[src/rtl/generic_sync_fifo_core.sv]
// Single-clock FIFO: flat register store, registered read data (1-cycle latency), occupancy count.
// Optional sticky overflow/underflow outputs when SYNC_FIFO_ERR_FLAGS_EN is defined.
module generic_sync_fifo_core #(
    parameter  int DATA_WIDTH = 8,
    parameter  int FIFO_DEPTH = 32,
    localparam int ADDR_WIDTH = $clog2(FIFO_DEPTH)
) (
    input  logic                  clk,
    input  logic                  rst,
    input  logic                  clear,
    input  logic                  ren,
    output logic [DATA_WIDTH-1:0] rdata,
    output logic                  empty,
    input  logic                  wen,
    input  logic [DATA_WIDTH-1:0] wdata,
    output logic                  full,
`ifdef SYNC_FIFO_ERR_FLAGS_EN
    output logic                  overflow,
    output logic                  underflow,
`endif
    output logic [ADDR_WIDTH:0]   count
);

    localparam int CW = ADDR_WIDTH + 1;

    logic [DATA_WIDTH-1:0] mem [FIFO_DEPTH];
    logic [ADDR_WIDTH-1:0] wr_ptr;
    logic [ADDR_WIDTH-1:0] rd_ptr;
    logic                  rd_ok;
    logic                  wr_ok;

    assign empty = (count == '0);
    assign full  = (count == CW'(FIFO_DEPTH));
    assign rd_ok = ren && !empty;
    // A read on a full FIFO frees the slot the write needs; no bypass when empty.
    assign wr_ok = wen && (!full || ren);

    // Storage is intentionally left unreset.
    always_ff @(posedge clk) begin
        if (!rst && !clear && wr_ok)
            mem[wr_ptr] <= wdata;
    end

    always_ff @(posedge clk) begin
        if (rst) begin
            wr_ptr <= '0;
            rd_ptr <= '0;
            count  <= '0;
            rdata  <= '0;
        end else if (clear) begin
            wr_ptr <= '0;
            rd_ptr <= '0;
            count  <= '0;
        end else begin
            if (rd_ok) begin
                rdata  <= mem[rd_ptr];
                rd_ptr <= rd_ptr + ADDR_WIDTH'(1);
            end
            if (wr_ok)
                wr_ptr <= wr_ptr + ADDR_WIDTH'(1);
            case ({wr_ok, rd_ok})
                2'b10:   count <= count + CW'(1);
                2'b01:   count <= count - CW'(1);
                default: count <= count;
            endcase
        end
    end

`ifdef SYNC_FIFO_ERR_FLAGS_EN
    always_ff @(posedge clk) begin
        if (rst || clear) begin
            overflow  <= 1'b0;
            underflow <= 1'b0;
        end else begin
            overflow  <= overflow  | (wen && full && !ren);
            underflow <= underflow | (ren && empty);
        end
    end
`endif

endmodule

[config.mk]
export PLATFORM = sky130hd
export DESIGN_NAME = generic_sync_fifo_core
export DESIGN_NICKNAME = d
export VERILOG_FILES = /design/src/rtl/generic_sync_fifo_core.sv
export SDC_FILE = /design/constraint.sdc
export NUM_CORES = 1
export LEC_CHECK = 0
export CELL_PAD_IN_SITES_DETAIL_PLACEMENT = 0
export CELL_PAD_IN_SITES_GLOBAL_PLACEMENT = 1
export CORE_ASPECT_RATIO = 1.1
export CORE_MARGIN = 1.5
export CORE_UTILIZATION = 43
export DETAILED_ROUTE_END_ITERATION = 8
export GPL_TIMING_DRIVEN = 0
export HOLD_SLACK_MARGIN = 0.02
export PLACE_DENSITY = 0.63
export SKIP_CTS_REPAIR_TIMING = 1
export SLEW_MARGIN = 20
export SYNTH_ARGS = -nofsm -noshare
export SYNTH_HDL_FRONTEND = slang
export SYNTH_SLANG_ARGS = --single-unit
[constraint.sdc]
create_clock -name clk -period 4.26 [get_ports clk]
set_clock_uncertainty 0.2 [all_clocks]
set_input_delay 0.426 -clock clk [delete_from_list [all_inputs] [get_ports clk]]
set_output_delay 0.426 -clock clk [all_outputs]
set_load 0.02 [all_outputs]
[After elaboration in Yosys (flattened, before gate mapping)]
Memories as Yosys holds them, arrays and structs flattened. A register that Yosys moved wholly into a read port is not among the register bits.
Cells that the tools add are included.
Storage, ports and cells
  bits in writable memories: 256
  input port bits: 13
  output and inout port bits: 16
  word-level logic and storage cells: 28
  bits in read-only memories: 0
  bits in latches: 0
  flip-flop bits (word level): 16
  memories kept: 1
Memory list
  mem: words 32, width 8, read ports 1, clocked after memory_dff 1, write ports 1, RTL line 26  | logic [DATA_WIDTH-1:0] mem [FIFO_DEPTH];
Operators by class
  divide/modulo/power cells: 0
  equality and inequality tests: 3
  shift operators: 0
  bitwise gates (word level): 1
  mux-type cells: 3
  reductions and logical operators: 13
  $lt $le $gt $ge: 0
  $mul: 0
  add/subtract/negate cells: 4
Operator list (number)
  one-hot mux 6 bit (2 select lines): 1
  adder 5 x 1 -> 5 bit, second input constant: 2
  adder 6 x 1 -> 6 bit, second input constant: 1
  equality test 6 bit, second input constant: 1
  logical NOT 6 bit: 1
  subtractor 6 x 1 -> 6 bit, second input constant: 1
  logical AND 1 bit: 4
  logical NOT 1 bit: 4
  equality test 2 x 1 -> 1 bit, second input constant: 1
  equality test 2 bit, second input constant: 1
  two-way mux 1 bit: 2
  AND reduction 2 bit: 1
  nonzero test 2 bit: 1
  OR reduction 2 bit: 1
  logical OR 1 bit: 1
  NOT 1 bit: 1

[Longest topological paths before layout]
Gate-level depths: netlist (run 1).
  depth after elaboration: 7
  mapped depth: 11
  gate-level depth less buffers: 11

[Worst setup path after synthesis (run 1)]
Ideal clock, no wire load.
  kind: reg2reg
  start: register count[1]
  end: register count[4]
  path slack: 1.001 ns
  path buffers: 0
  data required time: 3.990 ns
  stages on the path, launching flop included: 12
  clock period less this slack: 3.259 ns
  data arrival time: 2.989 ns
  cells stage by stage: dfxtp_1 > or4_4 > o41a_1 > inv_2 > ha_1 > inv_1 > fa_1 > nor2b_1 > o21a_1 > nor3_1 > or3b_2 > a21oi_1
Between the ends
  longest elaborated chain between the ends: 6
Ends and longest elaborated chain
  start, declared: RTL line 21  | output logic [ADDR_WIDTH:0] count
  start signal, assigned: RTL line 62  | 2'b10: count <= count + CW'(1);
  start signal, assigned: RTL line 63  | 2'b01: count <= count - CW'(1);
  start signal, assigned: RTL line 64  | default: count <= count;
  equality test 6 bit: RTL line 33  | assign full = (count == CW'(FIFO_DEPTH));
  logical NOT 1 bit: RTL line 36  | assign wr_ok = wen && (!full || ren);
  logical OR 1 bit: RTL line 36
  logical AND 1 bit: RTL line 36
  equality test 2 x 1 -> 1 bit or equality test 2 bit (tied branches): RTL line 61  | case ({wr_ok, rd_ok})
  one-hot mux 6 bit (2 select lines) or nonzero test 2 bit (tied branches)
Parallel ways exist; a longest one is shown, timed or not.
A chain may end at the register's enable or synchronous reset.

[Worst setup path after layout (run 1)]
Same ends and word-level chain as after synthesis.

==> summary.md, run 1 <==
| Metric | Value |
|---|---|
| Critical-path maximum fanout | `7` |
| Via-per-instance ratio | `5.49` |
| Ratio of cells with drive above 1 in the final layout | `16.8%` |
| CP delay by family, top | `simple AND/OR/NAND/NOR gates` |
| Final ANT Viol Nets | `0` |
| Sequential share of the synthesized area | `73.4%` |
| Port Buffer Count | `28` |
| Clk sinks | `280` |
| Path type of the worst min-delay path | `primary input to register` |
| Switching power | `1.10 mW` |
| Finished layout cell area | `12,700 sq um` |
| RSZ-0062 raised after global routing | `no` |
| Fin cells | `1,031` |
| Worst-margin pin slew | `870 ps` |
| WL final | `25,000 um` |
| Multi-input logic area | `2740 sq um` |
| Achievable Freq | `284 MHz` |
| Setup CP Type | `register to register` |
| PwrDens | `438 nW/um^2` |
| DP HPWL | `15,900 um` |
| Initial Util | `43.9%` |
| Post-synth cell types | `48` |
| Ys Warns | `0` |
| Crit-path cells | `or4_4 -> o41a_1 -> inv_2 -> ha_1 -> inv_1 -> fa_1 -> nor2b_1 -> o21a_1 -> nor3_1 -> or3b_2 -> a21oi_1` |
| Die Ht | `172 um` |
| Initial antenna violation count | `0` |
| GP Congestion | `0.733` |
| #FFs+latches synth | `280` |
| Minimum clock period | `3520 ps` |
| Reg clk slew, reported paths | `60 ps` |
| Die ar. | `26,800 sq um` |
| LEAKAGE | `3.94 nW` |
| Core Area | `25,300 sq um` |
| Fraction of registers with async set or reset after synthesis | `0%` |
| H-tree levels | `1` |
| CP Launch Type | `register` |
| Vias in the first global route | `6,008` |
| Layout area overhead | `14.0%` |
| Internal power | `4.45 mW` |
| Sw Share | `19.8%` |
| Mean Syn Cell Area | `18.4 sq um` |
| Slowest cell delay on critical path | `580 ps` |
| Reg power frac | `54.2%` |
| Mapped Cells | `606` |
| Number of synthesized flops with an enable pin | `256` |
| Number of diodes | `0` |
| Worst skew pair latency | `530 ps` |
| Hold_ws | `239 ps` |
| Post-synth net total | `630` |
| CP required | `4530 ps` |
| Grt ovf | `0` |
| Clock group share of total power | `42.3%` |
| Combinational Power Share | `3.6%` |
| Most frequent cells in the layout | `edfxtp_1, nor2_1, mux4_2` |
| FILL cells | `2,094` |
| Slew Viols, Final | `0` |
| Most common cell after layout, fill and taps aside | `edfxtp_1` |
| Drt first pass iters | `5` |
| Synthesized cell area | `11,100 sq um` |
| FF/Latch Area | `8170 sq um` |
| Worst VDD drop | `238 uV` |
| DP Area | `11,800 sq um` |
| Drt drc | `0` |
| Predominant post-synthesis flop cell | `edfxtp_1` |
| Data arrival time of the worst path | `3790 ps` |
| CP Capture Type | `register` |
| Final core occ | `50.0%` |
| Via count | `5,661` |
| Global-route wire length before repair | `37,100 um` |
| Root buffer cell | `clkbuf_16` |
| DRT iter0 DRCs | `396` |
| Nets | `688` |
| Crit share post-route | `82.7%` |
| WL/cell | `24.2 um` |
| Normalized max-slew margin | `42.0%` |
| CTS tree | `yes` |
| Gr usage total | `19.2%` |
| Rows | `61` |
| Status | `completed` |
| Clk buf depth | `3` |
| Largest net degree at the start of global routing | `33` |
| Crit path max-delay cell type | `or4_4` |
| Top-Level Pins | `29` |
| Maxcap violations | `0` |
| WP buf/inv | `2` |
| Dpl cells | `980` |
| # setup viols final | `0` |
| Final hold vios | `0` |
| Num CTS Buffers | `28` |
| Setup TNS | `0 ps` |
| Die Width | `156 um` |
-- cell usage after synthesis, types with 9 or more instances --
| master | n | area (sq um) |
|---|---|---|
| a21oi_1 | 15 | 75.1 |
| a22oi_1 | 16 | 120 |
| clkbuf_1 | 18 | 67.6 |
| dfxtp_1 | 24 | 480 |
| edfxtp_1 | 256 | 7690 |
| ha_1 | 10 | 125 |
| inv_1 | 9 | 33.8 |
| mux2i_1 | 31 | 310 |
| mux4_2 | 43 | 968 |
| nand2_1 | 29 | 109 |
| nor2_1 | 47 | 176 |
-- power by group through the flow --
stage          logic [mW]  registers (mW)  clock network, mW
2_1_floorplan       0.102            3.07                  0
3_3_place_gp        0.198            3.07                  0
3_5_place_dp        0.201            3.07                  0
4_1_cts             0.202            3.01               2.39
5_1_grt             0.213            3.01               2.50
6_report            0.197            3.01               2.35
-- per-stage QoR --
step	total power, mW	setup WS, ps
3_5_place_dp	3.27	729
5_1_grt	5.72	558
6_report	5.56	735
2_1_floorplan	3.17	1000
3_3_place_gp	3.27	821
4_1_cts	5.60	735
-- worst register-to-register path: cells and delay by family (launching register included) --
kind / cells / cell delay, ps
and+or+nand+nor: 4 / 1210
adders and majority gates: 2 / 750
AOI/OAI and AO/OA: 3 / 740
DFF: 1 / 350
buffers and inverters: 2 / 220
-- state kept, by name (all words and copies together) (netlist names) --
signal  flops
rdata       8
wr_ptr      5
count       6
rd_ptr      5
mem       256
-- cell families after synthesis --
family | Yosys count | synth area share (%)
AO/OA/AOI/OAI | 72 | 4.84
flip-flops | 280 | 73.4
multiplexers | 80 | 12.9
buffers and inverters | 44 | 1.90
XOR/XNOR | 10 | 0.788
adder cells (fa/ha/maj) | 11 | 1.31
AND/OR/NAND/NOR | 109 | 4.80
-- layout make-up --
cell class,instances,area share [%]
Clock inverter,6,0.434
Multi-Input combinational cell,282,21.6
Buffer,34,1.37
Inverter,10,0.296
Clock buffer,45,6.52
Timing Repair Buffer,28,1.90
Sequential cell,280,64.4
Tap cell,346,3.42
-- layer usage --
layer	vias to the layer above	routed length [um]	track usage [%]
li1	2556	-	-
met1	2949	10600	25.5
met2	124	13000	33.8
met3	32	987	2.54
met4	0	444	4.51
met5	-	0	0
-- worst paths after layout --
check | start | to | slack [ps] | cells past startpoint
worst min register to register | rdata[6] | rdata[6] | 280 | 1
worst max register to register | count[1] | count[4] | 740 | 11
worst min-delay path | wdata[5] | mem[24][5] | 240 | 1
worst max-delay path | count[1] | count[4] | 740 | 11
Power figures use the tool's default switching activity.
==> inputs of run 2 (changes only) <==
- PLACE_DENSITY: 0.63 -> 0.65
- clock period: 4.26 -> 2.9 ns (I/O delays scaled with it)
==> summary.md, run 2 (synthesized netlist as in run 1, its figures left out) <==
| Metric | Value |
|---|---|
| FILL cells | `2,113` |
| Worst-margin pin slew | `846 ps` |
| Hold_ws | `123 ps` |
| Drt drc | `0` |
| Most common cell after layout, fill and taps aside | `edfxtp_1` |
| Most frequent cells in the layout | `edfxtp_1, mux4_2, nor2_2` |
| Most used cell, CP | `inv_2` |
| Switching power | `1.61 mW` |
| CP Launch Type | `register` |
| Max reg flops | `256` |
| Crit-path cells | `or4_4 -> o41a_1 -> inv_2 -> ha_4 -> inv_2 -> fa_2 -> nor2b_1 -> o21a_1 -> nor3_1 -> or3b_4 -> a21oi_2` |
| Internal power | `6.58 mW` |
| Fin cells | `1,033` |
| Final WS setup | `-73.7 ps` |
| Setup CP Type | `register to register` |
| Reg clk slew, reported paths | `60 ps` |
| Rows | `61` |
| Status | `finished with violations` |
| Path type of the worst min-delay path | `primary input to register` |
| Crit share post-route | `103%` |
| # setup viols final | `2` |
| CP Capture Type | `register` |
| Largest net degree at the start of global routing | `33` |
| Biggest regs | `mem (256), rdata (8), count (6)` |
| Combinational Power Share | `3.7%` |
| RSZ-0062 raised after global routing | `yes` |
| Normalized max-slew margin | `43.6%` |
| FF/Latch Area | `8180 sq um` |
| Number of diodes | `0` |
| CTS tree | `yes` |
| WL final | `24,500 um` |
| WP buf/inv | `2` |
| CP delay by family, top | `simple AND/OR/NAND/NOR gates` |
| Maxcap violations | `0` |
| Root buffer cell | `clkbuf_16` |
| Worst VDD drop | `337 uV` |
| Num CTS Buffers | `27` |
| Initial antenna violation count | `0` |
| Top-Level Pins | `29` |
| Slowest cell delay on critical path | `560 ps` |
| Layout area overhead | `15.4%` |
| Drt first pass iters | `5` |
| Slew Viols, Final | `0` |
| Biggest register | `mem` |
| LEAKAGE | `3.96 nW` |
| Initial Util | `43.9%` |
| Clk buf depth | `3` |
| Clock group share of total power | `42.3%` |
| Ratio of cells with drive above 1 in the final layout | `23.1%` |
| Port Buffer Count | `28` |
| Die Width | `156 um` |
| Achievable Freq | `336 MHz` |
| Die ar. | `26,800 sq um` |
| Dpl cells | `980` |
| PwrDens | `638 nW/um^2` |
| Global-route wire length before repair | `36,100 um` |
| Sw Share | `19.6%` |
| Minimum clock period | `2970 ps` |
| Data arrival time of the worst path | `3220 ps` |
| Grt ovf | `0` |
| DRT iter0 DRCs | `434` |
| Gr usage total | `18.7%` |
| Worst skew pair latency | `510 ps` |
| Final Power | `8.19 mW` |
| Final ANT Viol Nets | `0` |
| Die Ht | `172 um` |
| Via count | `5,728` |
| Reg power frac | `54.0%` |
| Crit path max-delay cell type | `or4_4` |
| Multi-input logic area | `2870 sq um` |
| Dpl ws | `-377 ps` |
| Via-per-instance ratio | `5.55` |
| DP HPWL | `15,500 um` |
| CP required | `3150 ps` |
| Vias in the first global route | `5,834` |
| Clk sinks | `280` |
| Failing checks | `setup timing` |
| Final hold vios | `0` |
| Critical-path maximum fanout | `5` |
| WL/cell | `23.7 um` |
| Core Area | `25,300 sq um` |
| H-tree levels | `1` |
| GP Congestion | `0.759` |
| Nets | `693` |
[run 2: final timing paths]
path	start	to	slack [ps]	cells past startpoint
worst max register to register	count[1]	count[4]	-70	11
worst min-delay path	wdata[5]	mem[0][5]	120	1
worst max-delay path	count[1]	count[4]	-70	11
worst min register to register	rdata[6]	rdata[6]	290	1
[run 2: per-layer routing]
layer	up-vias	share of wire, %	GRT usage, %
met3	34	4.6	2.12
li1	2569	-	-
met5	-	0	0
met2	144	51	32.4
met4	0	2.3	5.30
met1	2981	43	25.0
[run 2: metrics by stage]
step	util, %	area, sq um	TNS (ps)
3_3_place_gp	46.9	11900	-67710
6_report	50.7	12800	-109
5_1_grt	50.7	12800	-400
2_1_floorplan	-	11200	-254
4_1_cts	50.2	12700	-9770
3_5_place_dp	46.8	11900	-76640
[run 2: final cells by class]
type,count,share of cell area (%)
clock inverter,14,1.25
inverter,10,0.292
clock buffer,33,5.44
multi-input combinational,282,22.4
timing repair buffer,35,2.28
tap,346,3.37
sequential,280,63.7
buffer,33,1.33
[run 2: power by group through the flow]
| stage | combinational [mW] | clock (mW) | sequential (mW) |
|---|---|---|---|
| after floorplan | 0.154 | 0 | 4.51 |
| after global placement | 0.294 | 0 | 4.51 |
| after detailed placement | 0.300 | 0 | 4.51 |
| after CTS | 0.300 | 3.52 | 4.42 |
| after global routing | 0.331 | 3.65 | 4.42 |
| final | 0.306 | 3.46 | 4.42 |
==> inputs of run 3 (changes only) <==
- PLACE_DENSITY: 0.65 -> 0.63
- clock period: 2.9 -> 3 ns (I/O delays scaled with it)
==> summary.md, run 3 (synthesized netlist as in run 1, its figures left out) <==
| Metric | Value |
|---|---|
| Critical-path maximum fanout | `7` |
| Setup CP Type | `register to register` |
| Multi-input logic area | `2780 sq um` |
| Switching power | `1.66 mW` |
| DP HPWL | `15,800 um` |
| Clk buf depth | `3` |
| CTS tree | `yes` |
| Core Area | `25,300 sq um` |
| Flop-to-flop setup slack | `-50 ps` |
| Die Ht | `172 um` |
| Reg clk slew, reported paths | `60 ps` |
| Biggest register | `mem` |
| Final core occ | `50.6%` |
| LEAKAGE | `3.98 nW` |
| WL final | `24,900 um` |
| Layout area overhead | `15.2%` |
| Combinational Power Share | `3.7%` |
| Most frequent cells in the layout | `edfxtp_1, nor2_1, mux4_2` |
| Biggest regs | `mem (256), rdata (8), count (6)` |
| Port Buffer Count | `28` |
| Crit share post-route | `102%` |
| Num CTS Buffers | `28` |
| Slowest cell delay on critical path | `550 ps` |
| CP Launch Type | `register` |
| Final WS setup | `-53.7 ps` |
| Data arrival time of the worst path | `3330 ps` |
| Nets | `694` |
| Crit-path cells | `or4_4 -> o41a_1 -> inv_2 -> ha_4 -> ha_4 -> nor2b_1 -> o21a_1 -> o21ai_0 -> or3b_4 -> a21oi_2` |
| Worst-margin pin slew | `868 ps` |
| Minimum clock period | `3050 ps` |
| PwrDens | `625 nW/um^2` |
| Maxcap violations | `0` |
| Worst VDD drop | `301 uV` |
| Clk sinks | `280` |
| CP delay by family, top | `simple AND/OR/NAND/NOR gates` |
| Top-Level Pins | `29` |
| Via count | `5,764` |
| DRT iter0 DRCs | `514` |
| CP required | `3280 ps` |
| Final ANT Viol Nets | `0` |
| Path type of the worst min-delay path | `primary input to register` |
| Dpl cells | `980` |
| Clock group share of total power | `43.0%` |
| CP Capture Type | `register` |
| Ratio of cells with drive above 1 in the final layout | `20.4%` |
| Global-route wire length before repair | `36,800 um` |
| Normalized max-slew margin | `41.9%` |
| Slew Viols, Final | `0` |
| Hold_ws | `107 ps` |
| GP Congestion | `0.735` |
| Grt ovf | `0` |
| Via-per-instance ratio | `5.55` |
| Initial antenna violation count | `0` |
| Reg power frac | `53.3%` |
| Most common cell after layout, fill and taps aside | `edfxtp_1` |
| Die ar. | `26,800 sq um` |
| Number of diodes | `0` |
| Root buffer cell | `clkbuf_16` |
| Worst skew pair latency | `540 ps` |
| Achievable Freq | `327 MHz` |
| Most used cell, CP | `ha_4` |
| Largest net degree at the start of global routing | `33` |
| DP Area | `11,900 sq um` |
| Max reg flops | `256` |
| RSZ-0062 raised after global routing | `yes` |
| Final hold vios | `0` |
| Drt drc | `0` |
| Reg2reg path depth | `10` |
| Vias in the first global route | `5,833` |
| Worst path depth | `10` |
| Gr usage total | `19.0%` |
| Crit path max-delay cell type | `or4_4` |
| Die Width | `156 um` |
| FF/Latch Area | `8180 sq um` |
| FILL cells | `2,103` |
| Finished layout cell area | `12,800 sq um` |
| Status | `finished with violations` |
| H-tree levels | `1` |
| Rows | `61` |
| # setup viols final | `1` |
| WHS Path Cells | `1` |
| Drt first pass iters | `5` |
| Internal power | `6.35 mW` |
| Failing checks | `setup timing` |
| WL/cell | `24.0 um` |
| Dpl ws | `-332 ps` |
| Initial Util | `43.9%` |
| Sw Share | `20.8%` |
| WP buf/inv | `1` |
| Fin cells | `1,038` |
==> run 3: cell types whose count changed in the layout (fill, tap and decap cells not counted), sizes merged <==
cell,change
clkinv,+5
clkinvlp,+6
clkbuf,-5
bufinv,-1
==> run 3: layer usage <==
layer / global-route usage, % / up-vias / part of all wire (%)
met5: 0 / - / 0
met4: 5.67 / 0 / 2.3
met3: 2.27 / 45 / 4.1
met2: 32.5 / 146 / 52
met1: 25.7 / 3002 / 42
li1: - / 2571 / -
==> run 3: power groups by stage <==
stage / clock, mW / combinational, mW / sequential, mW
after floorplan: 0 / 0.149 / 4.36
after global placement: 0 / 0.286 / 4.36
after detailed placement: 0 / 0.292 / 4.36
after CTS: 3.50 / 0.292 / 4.27
after global routing: 3.67 / 0.321 / 4.27
final: 3.44 / 0.295 / 4.27
==> run 3: area by class of cell <==
cell class,instances,area share (%)
clock buffers,28,5.47
clock inverters,24,1.70
repair buffers,35,2.29
plain buffers,33,1.33
inverters,10,0.293
well taps,346,3.38
flip-flops and latches,280,63.8
multi-input cells,282,21.7
==> run 3: through the flow <==
stage | power (mW) | setup TNS [ps]
floorplan | 4.51 | -81.7
global placement | 4.64 | -47740
detailed placement | 4.65 | -59160
CTS | 8.06 | -919
global route | 8.26 | -219
finish | 8.01 | -53.7
==> run 3: worst reg2reg max path, stage by stage (launching register included) <==
cell	delay [ps]
dfxtp_4	350
or4_4	550
o41a_1	380
inv_2	130
ha_4	200
ha_4	230
nor2b_1	130
o21a_1	180
o21ai_0	140
or3b_4	390
a21oi_2	110
==> run 3: worst paths after layout <==
path / start / end
max: count[1] / count[4]
min: wdata[5] / mem[2][5]
max reg2reg: count[1] / count[4]
min reg2reg: rdata[6] / rdata[6]
